## src/rtl/ttc3_dus_prov_pkg.sv

```systemverilog
// Shared types and constants for the DUS provisioning writer.
// Holds the FSM state encoding, CRC-8 parameters and the default ack window.
package ttc3_dus_prov_pkg;

  typedef enum logic [2:0] {
    S_IDLE,
    S_COLLECT,
    S_COMMIT,
    S_WAIT_ACK,
    S_LOCKED,
    S_DRAIN
  } state_e;

  localparam logic [7:0] CRC8_POLY = 8'h07;
  localparam logic [7:0] CRC8_INIT = 8'h00;

  localparam int DEFAULT_ACK_TIMEOUT = 4;

endpackage

```

## src/rtl/ttc3_crc8_byte.sv

```systemverilog
// Combinational CRC-8 step (MSB-first): next CRC from current CRC and one byte.
// Used by ttc3_dus_provisioner only when TTC3_DUS_PROV_CRC_EN is defined.
module ttc3_crc8_byte
  import ttc3_dus_prov_pkg::*;
(
  input  logic [7:0] crc_in,
  input  logic [7:0] data_in,
  output logic [7:0] crc_out
);

  logic [7:0] c;

  always_comb begin
    c = crc_in ^ data_in;
    for (int i = 0; i < 8; i++) begin
      c = c[7] ? ((c << 1) ^ CRC8_POLY) : (c << 1);
    end
    crc_out = c;
  end

endmodule

```

## src/rtl/ttc3_dus_provisioner.sv

```systemverilog
// Byte-serial DUS frame collector issuing a single write strobe, then locking out; one byte/cycle, ready low outside IDLE/COLLECT/DRAIN.
// Optional trailing CRC-8 frame check is compiled in with TTC3_DUS_PROV_CRC_EN.
module ttc3_dus_provisioner
  import ttc3_dus_prov_pkg::*;
#(
  parameter int DUS_WIDTH   = 256,
  parameter int ACK_TIMEOUT = DEFAULT_ACK_TIMEOUT
) (
  input  logic                 clock,
  input  logic                 reset_n,
  input  logic                 prov_valid,
  input  logic [7:0]           prov_data,
  input  logic                 prov_last,
  output logic                 prov_ready,
  output logic                 prov_done,
  output logic                 prov_error,
  output logic                 busy,
  input  logic                 dus_valid,
  output logic                 write_enable,
  output logic [DUS_WIDTH-1:0] write_data
);

  localparam int NBYTES = DUS_WIDTH / 8;
`ifdef TTC3_DUS_PROV_CRC_EN
  localparam int FLEN = NBYTES + 1;
`else
  localparam int FLEN = NBYTES;
`endif
  localparam int CW = $clog2(FLEN + 1);
  localparam int TW = $clog2(ACK_TIMEOUT + 1);
  localparam logic [CW-1:0] FLEN_C   = CW'(FLEN);
  localparam logic [CW-1:0] NBYTES_C = CW'(NBYTES);
  localparam logic [TW-1:0] TMR_LAST = TW'(ACK_TIMEOUT - 1);

  state_e                 state_q, state_d;
  logic [DUS_WIDTH-1:0]   frame_q, frame_d;
  logic [CW-1:0]          cnt_q, cnt_d, cnt_inc;
  logic [TW-1:0]          tmr_q, tmr_d;
  logic                   done_q, done_d;
  logic                   err_q, err_d;
  logic                   accept, scrub;

`ifdef TTC3_DUS_PROV_CRC_EN
  logic [7:0] crc_q, crc_d, crc_nxt;

  ttc3_crc8_byte u_crc (
    .crc_in  (crc_q),
    .data_in (prov_data),
    .crc_out (crc_nxt)
  );
`endif

  // Reset gates every strobe so nothing leaks while reset_n is low.
  assign prov_ready   = reset_n && ((state_q == S_IDLE && !dus_valid) ||
                                    state_q == S_COLLECT || state_q == S_DRAIN);
  assign write_enable = reset_n && (state_q == S_COMMIT);
  assign write_data   = write_enable ? frame_q : '0;
  assign busy         = reset_n && (state_q == S_COLLECT || state_q == S_COMMIT ||
                                    state_q == S_WAIT_ACK);
  assign prov_done    = done_q;
  assign prov_error   = err_q;
  assign accept       = prov_valid && prov_ready;
  assign cnt_inc      = cnt_q + CW'(1);

  always_comb begin
    state_d = state_q;
    frame_d = frame_q;
    cnt_d   = cnt_q;
    tmr_d   = tmr_q;
    done_d  = 1'b0;
    err_d   = err_q;
    scrub   = 1'b0;
`ifdef TTC3_DUS_PROV_CRC_EN
    crc_d   = crc_q;
`endif
    case (state_q)
      S_IDLE, S_COLLECT: begin
        if (dus_valid) begin
          if (state_q == S_COLLECT) err_d = 1'b1;
          scrub   = 1'b1;
          state_d = S_LOCKED;
        end else if (accept) begin
          if (state_q == S_IDLE) err_d = 1'b0;
          state_d = S_COLLECT;
          cnt_d   = cnt_inc;
          if (cnt_q < NBYTES_C) begin
            frame_d = {frame_q[DUS_WIDTH-9:0], prov_data};
`ifdef TTC3_DUS_PROV_CRC_EN
            crc_d   = crc_nxt;
`endif
          end
          if (prov_last && cnt_inc == FLEN_C) begin
`ifdef TTC3_DUS_PROV_CRC_EN
            if (prov_data != crc_q) begin
              err_d   = 1'b1;
              scrub   = 1'b1;
              state_d = S_IDLE;
            end else begin
              state_d = S_COMMIT;
            end
`else
            state_d = S_COMMIT;
`endif
          end else if (prov_last) begin
            err_d   = 1'b1;
            scrub   = 1'b1;
            state_d = S_IDLE;
          end else if (cnt_inc == FLEN_C) begin
            err_d   = 1'b1;
            scrub   = 1'b1;
            state_d = S_DRAIN;
          end
        end
      end
      S_DRAIN: begin
        if (dus_valid) begin
          err_d   = 1'b1;
          state_d = S_LOCKED;
        end else if (accept && prov_last) begin
          state_d = S_IDLE;
        end
      end
      S_COMMIT: begin
        // Ack window counts from the write-strobe cycle itself.
        scrub   = 1'b1;
        tmr_d   = TW'(1);
        state_d = S_WAIT_ACK;
      end
      S_WAIT_ACK: begin
        if (dus_valid) begin
          done_d  = 1'b1;
          state_d = S_LOCKED;
        end else if (tmr_q == TMR_LAST) begin
          err_d   = 1'b1;
          state_d = S_IDLE;
        end else begin
          tmr_d = tmr_q + TW'(1);
        end
      end
      S_LOCKED: begin
        if (prov_valid) err_d = 1'b1;
      end
      default: begin
        scrub   = 1'b1;
        state_d = S_IDLE;
      end
    endcase
    if (scrub) begin
      frame_d = '0;
      cnt_d   = '0;
`ifdef TTC3_DUS_PROV_CRC_EN
      crc_d   = CRC8_INIT;
`endif
    end
  end

  always_ff @(posedge clock) begin
    if (!reset_n) begin
      state_q <= S_IDLE;
      frame_q <= '0;
      cnt_q   <= '0;
      tmr_q   <= '0;
      done_q  <= 1'b0;
      err_q   <= 1'b0;
`ifdef TTC3_DUS_PROV_CRC_EN
      crc_q   <= CRC8_INIT;
`endif
    end else begin
      state_q <= state_d;
      frame_q <= frame_d;
      cnt_q   <= cnt_d;
      tmr_q   <= tmr_d;
      done_q  <= done_d;
      err_q   <= err_d;
`ifdef TTC3_DUS_PROV_CRC_EN
      crc_q   <= crc_d;
`endif
    end
  end

endmodule

```

## config.mk

```make
export PLATFORM = sky130hd
export DESIGN_NAME = ttc3_dus_provisioner
export DESIGN_NICKNAME = d
export VERILOG_FILES = /design/src/rtl/ttc3_dus_prov_pkg.sv /design/src/rtl/ttc3_crc8_byte.sv /design/src/rtl/ttc3_dus_provisioner.sv
export SDC_FILE = /design/constraint.sdc
export NUM_CORES = 1
export LEC_CHECK = 0
export CORE_UTILIZATION = 35
export CTS_CLUSTER_DIAMETER = 80
export DETAILED_ROUTE_END_ITERATION = 12
export HOLD_SLACK_MARGIN = 0.02
export PLACE_DENSITY = 0.65
export SYNTH_ARGS = -nofsm -noshare
export SYNTH_HDL_FRONTEND = slang
export SYNTH_HIERARCHICAL = 1
export SYNTH_SLANG_ARGS = --single-unit
```

## constraint.sdc

```tcl
create_clock -name clock -period 3.22 [get_ports clock]
set_clock_uncertainty 0.15 [all_clocks]
set_input_delay 0.966 -clock clock [delete_from_list [all_inputs] [get_ports clock]]
set_output_delay 0.966 -clock clock [all_outputs]
set_load 0.01 [all_outputs]
```

==> flow_summary.ini <==
[yosys]
syn_inst = 1517
netlist.area_leader.share_pct = 44.5
syn_nets = 1533
synth_top_cell_by_area = dfxtp_1
ys_types = 47
synth_common_cells = nand2_1, dfxtp_1, and2_1, a21oi_2, a21oi_1
yosysMostFrequentCell = nand2_1
ys_seq_area_share_pct = 44.5
async_flop_share_pct = 0
synth_area_um2 = 12100
yosys-top-cells-area = dfxtp_1, nand2_1, and2_1, a21oi_2, a21oi_1
syn_avg_cell_area_um2 = 8.00
yosys_warnings = 6
synth-edff-count = 0
ys_seq_elements = 270
synth_top_flop_cell = dfxtp_1

[sta]
min_period_ps = 3320
finalHoldViolCount = 0
finalSetupViolations = 104
rsz0062_at_grt = yes
fin_crit_sh_pct = 103
worst_pin_slew_ps = 593
fin_tns_setup_ps = -3780
slew_violations = 0
relSlewSlack_pct = 60.4
fin_ws_ps = -98.7
max_clock_freq_mhz = 301

[global_routing]
grt_pass1_vias = 10400
grt.overflow.total = 0
grt_pass1_wl_mm = 55.8
antenna_found_initial = 2
grt_max_degree = 125
grt.total_usage_pct = 19.1

[clock_tree]
cts.sinks = 270
cts_tree = yes
clock_latency_ps = 540
cts_buffers = 29
cts.clk_slew.worst_paths_ps = 60
cts.path.max_buffers = 3
cts_root_buf = clkbuf_16
h-tree-depth = 1

[placement]
gp_congestion = 0.801
io_buffers = 273
hpwlAfterDp_mm = 22.0
dp.cells = 2168

[outcome]
violations = setup timing
status = complete, but fails checks

[floorplan]
fp.dieH_um = 188
core_area_um2 = 33900
die_w_um = 188
rows = 67
dieArea_um2 = 35400
initial_utilization_pct = 35.9
boundaryPins = 274

[layout]
final_cells = 2283
area_growth_pct = 42.0
nets = 1830
drive_gt1_share_pct = 37.9
postLayoutCoreUtil_pct = 50.9

[run]
maxCapViolCount = 0

[critical_path]
crit_path_start_kind = input pin
required_ps = 2100
crit_arrival_ps = 2200
cp-end-kind = output port
cp_max_fo = 6
rrSetupSlack_ps = 800
crit_type = in2out

[worst_hold_path]
hp-class = reg2reg

[pwr]
vdd_drop_max_uv = 326
power.leakage_uw = 0.00648
power.total_uw = 6740
powerDensity_nw_per_um2 = 391

[routing]
drc = 0
drt_wl_total_mm = 35.9
initialDrtViolationCount = 793
wl_per_cell_um = 15.7
num_vias = 10900
detail_route.vias_per_cell = 4.78
drtAntennaViolNets = 0
dr.pass1.iters = 5
-- worst paths after layout --
kind | to | start | depth (start not counted)
worst max-delay path | write_data[90] | reset_n | 10
worst min-delay path | frame_q[115] | frame_q[107] | 2
worst max register to register | frame_q[243] | state_q[1] | 7
worst min register to register | frame_q[115] | frame_q[107] | 2
-- cell type report --
type / count / area, µm²
fill: 3244 / 16600
clock inverter: 8 / 48.8
sequential: 270 / 5410
multi-input combinational: 1124 / 6350
inverter: 2 / 12.5
timing repair buffer: 387 / 4040
clock buffer: 42 / 815
antenna: 2 / 5.00
tap: 448 / 561
-- cells in the final DEF (no fill, tap or decap), drive strengths merged, types with 4 or more instances in the layout --
master | Yosys | layout
nor2b | 10 | 10
a21oi | 262 | 262
clkdlybuf4s50 | 0 | 13
nand2 | 525 | 525
nor3 | 6 | 6
nor2 | 18 | 18
buf | 57 | 339
clkinv | 0 | 5
and2 | 258 | 258
dfxtp | 270 | 270
clkbuf | 64 | 71
dlygate4sd2 | 0 | 5
o21ai | 4 | 4
xor2 | 4 | 4
-- power by group --
group	switching, µW	internal (µW)
combinational	228	105
sequential	4.16	3350
clock	1310	1740
-- flip-flops by register name, indices dropped and copies added (netlist names) --
signal,cells
frame_q,256
cnt_q,6
state_q,3
tmr_q,3
prov_done,1
prov_error,1
-- logic make-up (layout without fill, tap and decap cells) --
group           after synthesis  after routing  synth area share (%)
simple gates                836            836                  32.0
compound gates              278            278                  16.2
flops                       270            270                  44.5
buf+inv                     123            439                  6.30
xor+xnor                      5              5                 0.361
fa+ha+maj                     3              3                 0.309
mux                           2              2                 0.268
other cells                   0              2                     0
-- repair_timing --
item / 4_1_cts / 5_1_grt
setup buffers: 36 / 13
cloned: 18 / 9
resized for setup: 1021 / 330
pin swaps: 19 / 3
endpoints found under the hold margin: 0 / 0
endpoints found under the setup margin: 259 / 251
hold buffers: 0 / 0
-- stage by stage --
step	setup WS [ps]	hold WS, ps	area, µm²
after global routing	-150	332	17200
after detailed placement	-909	302	15400
final	-98.7	314	17200
after floorplan	-40.9	282	12100
after CTS	-184	316	17000
after global placement	-936	290	15400
-- worst max-delay path: stages --
cell	delay, ps
buf_8	90
inv_6	30
nor3b_4	230
buf_6	160
buf_12	140
buf_8	130
buf_12	120
buf_6	100
and2_4	130
buf_6	100
-- per-layer routing --
layer	vias up	share of wire, %	track usage, %
met5	-	0	0
met1	5139	45	25.9
met4	0	2.0	4.75
li1	5421	-	-
met2	286	48	31.4
met3	58	4.8	2.98
Note: power is estimated with default switching activity, not from simulation.
